--- src/rtl/fifo.sv ---
// Synchronous single-clock FIFO with registered read data and per-cycle
// overflow/underflow flags. Storage is a plain register array, not reset.
module fifo #(
    parameter int WIDTH = 16,
    parameter int DEPTH = 16
) (
    input  logic             clk,
    input  logic             rst,
    input  logic             read_en,
    input  logic             write_en,
    input  logic [WIDTH-1:0] write_data,
    output logic [WIDTH-1:0] read_data,
    output logic             full,
    output logic             empty,
    output logic             write_error,
    output logic             read_error
);

    localparam int PTR_DEPTH = $clog2(DEPTH);
    localparam logic [PTR_DEPTH:0]   COUNT_FULL = (PTR_DEPTH+1)'(DEPTH);
    localparam logic [PTR_DEPTH-1:0] PTR_ONE    = PTR_DEPTH'(1);
    localparam logic [PTR_DEPTH:0]   COUNT_ONE  = (PTR_DEPTH+1)'(1);

    logic [WIDTH-1:0]     r_mem [DEPTH];
    logic [PTR_DEPTH-1:0] r_wp;
    logic [PTR_DEPTH-1:0] r_rp;
    logic [PTR_DEPTH:0]   r_count;
    logic [WIDTH-1:0]     r_read_data;
    logic                 r_write_error;
    logic                 r_read_error;

    logic w_rd_ok;
    logic w_wr_ok;

    assign full  = (r_count == COUNT_FULL);
    assign empty = (r_count == '0);

    // A read freeing a slot on the same edge lets a write into a full FIFO.
    assign w_rd_ok = read_en && !empty;
    assign w_wr_ok = write_en && (!full || w_rd_ok);

    assign read_data   = r_read_data;
    assign write_error = r_write_error;
    assign read_error  = r_read_error;

    always_ff @(posedge clk) begin
        if (w_wr_ok) begin
            r_mem[r_wp] <= write_data;
        end
    end

    // DEPTH is a power of two, so pointers wrap by natural overflow.
    always_ff @(posedge clk or negedge rst) begin
        if (!rst) begin
            r_wp          <= '0;
            r_rp          <= '0;
            r_count       <= '0;
            r_read_data   <= '0;
            r_write_error <= 1'b0;
            r_read_error  <= 1'b0;
        end else begin
            if (w_wr_ok) begin
                r_wp <= r_wp + PTR_ONE;
            end
            if (w_rd_ok) begin
                r_rp        <= r_rp + PTR_ONE;
                r_read_data <= r_mem[r_rp];
            end
            case ({w_wr_ok, w_rd_ok})
                2'b10:   r_count <= r_count + COUNT_ONE;
                2'b01:   r_count <= r_count - COUNT_ONE;
                default: r_count <= r_count;
            endcase
            r_write_error <= write_en && !w_wr_ok;
            r_read_error  <= read_en && !w_rd_ok;
        end
    end

endmodule

--- config.mk ---
export PLATFORM = sky130hd
export DESIGN_NAME = fifo
export DESIGN_NICKNAME = d
export VERILOG_FILES = /design/src/rtl/fifo.sv
export SDC_FILE = /design/constraint.sdc
export NUM_CORES = 1
export LEC_CHECK = 0
export CORE_MARGIN = 5
export CORE_UTILIZATION = 55
export DETAILED_ROUTE_END_ITERATION = 8
export MAX_ROUTING_LAYER = met4
export PLACE_DENSITY_LB_ADDON = 0.3
export SYNTH_ARGS = -nofsm -noshare
export SYNTH_HDL_FRONTEND = slang
export SYNTH_SLANG_ARGS = --single-unit
--- constraint.sdc ---
create_clock -name clk -period 2.7 [get_ports clk]
set_clock_uncertainty 0.15 [all_clocks]
set_input_delay 0.405 -clock clk [delete_from_list [all_inputs] [get_ports clk]]
set_output_delay 0.405 -clock clk [all_outputs]
set_load 0.1 [all_outputs]
==> Word-level counts from Yosys, hierarchy flattened <==
Memories as Yosys holds them, arrays and structs flattened. A register that Yosys moved wholly into a read port is not among the register bits.
Index checks and enable logic that the tools add are counted.
{ "op_classes": {"add_sub_neg": 4, "eq_ne": 3, "n_mux": 3, "n_reduce_logical": 12} }
{ "ops": {"columns": ["cell", "n"], "rows": [
  ["$pmux W5 S2", 1],
  ["$add A4 B1 Y4 const B", 2],
  ["$add A5 B1 Y5 const B", 1],
  ["$eq A5 B5 Y1 const B", 1],
  ["$logic_not A1 Y1", 5],
  ["$logic_not A5 Y1", 1],
  ["$sub A5 B1 Y5 const B", 1],
  ["$logic_and A1 B1 Y1", 4],
  ["$eq A2 B1 Y1 const B", 1],
  ["$eq A2 B2 Y1 const B", 1],
  ["$mux W1", 2],
  ["$reduce_bool A2 Y1", 1],
  ["$logic_or A1 B1 Y1", 1]
]} }
{ "word_totals": {"reg_bits": 15, "mem_bits_rw": 256, "inputBits": 20, "out_inout_bits": 20, "wordCells": 28, "mem_count": 1} }
{ "memory_table": {"columns": ["memory", "words", "word_bits", "read_ports", "rd_ports_with_merged_regs", "wr", "line_no", "source"], "rows": [
  ["r_mem", 16, 16, 1, 1, 1, "24", "logic [WIDTH-1:0] r_mem [DEPTH];"]
]} }

==> Depth between registers and ports, before layout <==
{ "logic_depth": {"ltp_word": 7, "mapped_depth": 10, "mapped_depth_nobuf": 10} }

==> Worst setup path before layout <==
No wires, ideal clock.
{ "synth_timing": {"path_kind": "input to register", "start": "input read_en", "end": "memory r_mem[3][0] (enable)", "setup_ns": 0.409, "arrival_time_ns": 2.247, "required_time_ns": 2.141, "slack_ns": -0.106, "path_stages": 5, "path_buffers": 2, "path_cell_list": "clkbuf_1 > o21a_1 > buf_2 > nand2_1 > nor3_1"} }
{ "synth_via": {"elab_chain_len": 5} }
{ "synth_rtl": {"columns": ["item", "line_no", "source"], "rows": [
  ["from (decl)", "9", "input logic read_en,"],
  ["$logic_and A1 B1 Y1", "39", "assign w_rd_ok = read_en && !empty;"],
  ["$logic_or A1 B1 Y1", "40", "assign w_wr_ok = write_en && (!full || w_rd_ok);"],
  ["$logic_and A1 B1 Y1", "40", null],
  ["$mux W1", "47", "if (w_wr_ok) begin"],
  ["$mux W1 (not written as such)", "48", "r_mem[r_wp] <= write_data;"],
  ["to (decl)", "24", null]
]} }
Every way passes these cells.

==> Worst setup path in the final report <==
{ "layout_timing": {"start": "register r_count[1]", "end": "register r_count[4]"} }
{ "layout_via": {"elab_chain_len": 7, "word_cells_on_any_way": 13, "cone_classes": "2 x add/sub; 3 x eq/ne; 1 x mux; 7 x reduce/logical"} }
{ "layout_rtl": {"columns": ["item", "line_no", "source"], "rows": [
  ["from (decl)", "27", "logic [PTR_DEPTH:0] r_count;"],
  ["from (signal assigned)", "70", "2'b10: r_count <= r_count + COUNT_ONE;"],
  ["from (signal assigned)", "71", "2'b01: r_count <= r_count - COUNT_ONE;"],
  ["from (signal assigned)", "72", "default: r_count <= r_count;"],
  ["$logic_not A5 Y1", "36", "assign empty = (r_count == '0);"],
  ["$logic_not A1 Y1", "39", null],
  ["$logic_and A1 B1 Y1", "39", null],
  ["$logic_or A1 B1 Y1", "40", null],
  ["$logic_and A1 B1 Y1", "40", null],
  ["$eq A2 B1 Y1 or $eq A2 B2 Y1 (tied branches)", "69", "case ({w_wr_ok, w_rd_ok})"],
  ["$pmux W5 S2 or $reduce_bool A2 Y1 (tied branches)", null, null]
]} }
Parallel ways exist; a longest one is shown, timed or not.
A chain may end at the register's enable or synchronous reset.

==> flow_summary_export.csv <==
group,metric,value,unit
layout,area.growth.synth_to_final,17.5,%
route,drt_iter0_markers,566,
clocking,cts_tree,"built",
clocking,cts.sinks,287,
critical_path,critical_path.cell_chain,"or4_4 -> o21ai_4 -> nor2_4 -> ha_4 -> nor2b_1 -> o21a_1 -> or2_1 -> o32a_1 -> o211ai_1",
route,drtAntennaViolNets,0,
synthesis,syn_area_per_cell,21.1,um2
clocking,clk_latency,0.53,ns
floorplanning,dieArea,23300,um2
sta,post-route-period-util,0.975,
synthesis,synth.distinct_cells,40,
power_and_ir_drop,p_leak,0.00445,uW
min_path,hold_class,"reg -> reg",
synthesis,synth_enable_flop_cells,256,
route,wl_per_cell,23.9,um
synthesis,synth_top_area_frac,0.688,
route,vias,5394,
synthesis,synthesis.nets,558,
global_routing,grt_pass1_wl,34.4,mm
critical_path,crit_type,"reg -> reg",
placement,hpwlAfterDp,13.1,mm
power_and_ir_drop,fin_total_pwr,14000,uW
synthesis,synth_top_cell_by_area,"edfxtp_1",
clocking,cts_buffer_depth,3,
route,drc,0,
global_routing,overflow,0,
floorplanning,die_h,153,um
floorplanning,die_w,153,um
synthesis,async_flop_share,0.108,
power_and_ir_drop,ir_drop,0.505,mV
critical_path,worst-path-max-fanout,5,
layout,nNetsFinal,646,
sta,slew_headroom,0.424,
synthesis,synth_seq_area_share,0.757,
floorplanning,initial_core_util,0.556,
sta,setup_violations,0,
critical_path,cp.required,2.98,ns
global_routing,antenna_found_initial,0,
job,max-cap-violations,0,
synthesis,synth-seq-cells,287,
sta,drv_slew,0,
clocking,clkTransAtPathRegs,0.06,ns
synthesis,synth_ff_type,"edfxtp_1",
synthesis,synth_common_cells,"edfxtp_1 (256), mux4_2 (64), mux2i_1 (32), dfrtp_1 (31), nand2_1 (28)",
critical_path,cpLargestDelayFamily,"simple AND/OR/NAND/NOR gates",
clocking,cts_buffers,27,
sta,final_hold_viol_count,0,
layout,utilization,0.653,
critical_path,cpMaxStageDelayCell,"or4_4",
route,viasPerCell,5.94,
critical_path,path_buf_inv,0,
clocking,htreeDepth,1,
placement,globalplace.congestion,0.762,
synthesis,synth.most_common_cell,"edfxtp_1",
route,drt-total-wl,21.7,mm
global_routing,grt_max_degree,51,
sta,worst_pin_slew,0.864,ns
critical_path,worst_path_largest_cell_delay,0.56,ns
synthesis,ys.warnings.count,0,
floorplanning,ios,40,
floorplanning,core-area,20100,um2
sta,rsz0062_at_grt,"yes",
power_and_ir_drop,power_density,1070,nW/um2
route,first_pass_iters,5,
layout,diodes,0,
placement,numPortBuffers,39,
synthesis,netlist_top_cells_area,"edfxtp_1 (69%), mux4_2 (13%), dfrtp_1 (6.9%), mux2i_1 (2.9%), o221ai_1 (1.3%)",
synthesis,syn_inst,529,
sta,fin_setup_tns,0,ns
sta,fin_crit,2.63,ns
critical_path,arrival,2.92,ns
critical_path,end_kind,"flop",
global_routing,grt_pass1_vias,5820,
synthesis,syn_area,11200,um2
status,status,"completed",
critical_path,critPathLaunchType,"flop",
floorplanning,rows,52,
layout,drive_gt1_frac,0.321,
sta,fmax,380,MHz
clocking,cts_root_buf,"clkbuf_16",
global_routing,track_usage,0.197,
==> repair_timing <==
| action | 4_1_cts | 5_1_grt |
|---|---|---|
| resized for setup | 3 | 4 |
| gates cloned | 0 | 0 |
| setup buffers | 3 | 2 |
| pin swaps | 4 | 6 |
| hold buffers | 1 | 0 |
| endpoints found under the setup margin | 1 | 2 |
| hold endpoints to repair | 31 | 0 |
==> worst min-delay path, stage by stage, from the launching register on <==
cell      delay [ns]
dfrtp_1         0.35
nand2_1         0.05
o221ai_1        0.06
==> per-stage QoR <==
| stage | cells | worst slack (ns) | hold slack (ns) | cell area [um2] |
|---|---|---|---|---|
| after floorplan | 529 | 0.0218 | -0.0406 | 11200 |
| final | 908 | 0.0674 | 0.350 | 13100 |
| after CTS | 906 | 0.00175 | 0.356 | 13100 |
| after global placement | 852 | 0.00900 | 0.322 | 12300 |
| after global routing | 908 | -0.0206 | 0.368 | 13100 |
| after detailed placement | 852 | -0.0802 | 0.333 | 12300 |
==> state kept, by name (all words and copies together), names as in the netlist <==
name         count
r_mem          256
r_count          5
write_error      1
r_rp             4
r_wp             4
read_data       16
read_error       1
==> power breakdown <==
part	total [uW]	switching, uW	internal, uW
combinational	4810	2800	2010
sequential	5840	381	5460
clock	3390	1520	1870
total	14000	4700	9340
==> path summary, 6_finish.rpt <==
kind | startpoint | endpoint | slack (ns) | cells past startpoint
min | read_data[4]$_DFFE_PN0P_ | read_data[4]$_DFFE_PN0P_ | 0.35 | 2
max in group asynchronous | rst | r_rp[2]$_DFFE_PN0P_ | 1.42 | 2
max | r_count[1]$_DFFE_PN0P_ | r_count[4]$_DFFE_PN0P_ | 0.07 | 9
min reg2reg | read_data[4]$_DFFE_PN0P_ | read_data[4]$_DFFE_PN0P_ | 0.35 | 2
max reg2reg | r_count[1]$_DFFE_PN0P_ | r_count[4]$_DFFE_PN0P_ | 0.07 | 9
min in group asynchronous | rst | read_data[1]$_DFFE_PN0P_ | 0.39 | 2
==> cell usage in the layout, fill, tap and decap left out, types with 2 or more instances in the layout <==
cell and count:
a21oi_1 2, buf_12 14, buf_4 54, clkbuf_1 6, clkbuf_16 27, clkdlybuf4s50_1 18
clkinv_1 5, clkinv_2 9, dfrtp_1 28, dfrtp_2 3, edfxtp_1 256, ha_1 7
inv_1 5, mux2_4 2, mux2i_1 32, mux4_2 64, nand2_1 28, nand2b_1 3
nand4_1 2, nor2_2 12, nor2_4 2, nor2b_1 2, nor3_2 3, o21a_1 2
o21ai_0 2, o221ai_1 15, or2_1 2, xnor2_1 9
==> area by class of cell <==
| class | instances | area [um2] |
|---|---|---|
| Multi-Input combinational cell | 207 | 2630 |
| Fill cell | 1283 | 6970 |
| Tap cell | 270 | 338 |
| Timing Repair Buffer | 88 | 881 |
| Clock buffer | 34 | 712 |
| Sequential cell | 287 | 8470 |
| Clock inverter | 16 | 81.3 |
| Inverter | 6 | 22.5 |
==> kinds of logic after synthesis <==
family          after synthesis  synth area share
compound gates               29            0.0216
xor+xnor                      9           0.00705
fa+ha+maj                     9            0.0107
buf+inv                      35            0.0163
flops                       287             0.757
mux                          99             0.161
simple gates                 61            0.0260
==> layer usage <==
layer / vias to the layer above / GRT usage / part of all wire
li1: 2342 / - / -
met3: 31 / 0.0338 / 0.068
met1: 2835 / 0.275 / 0.42
met4: 0 / 0.0492 / 0.021
met2: 186 / 0.310 / 0.49
met5: - / - / 0
Power figures use the tool's default switching activity.
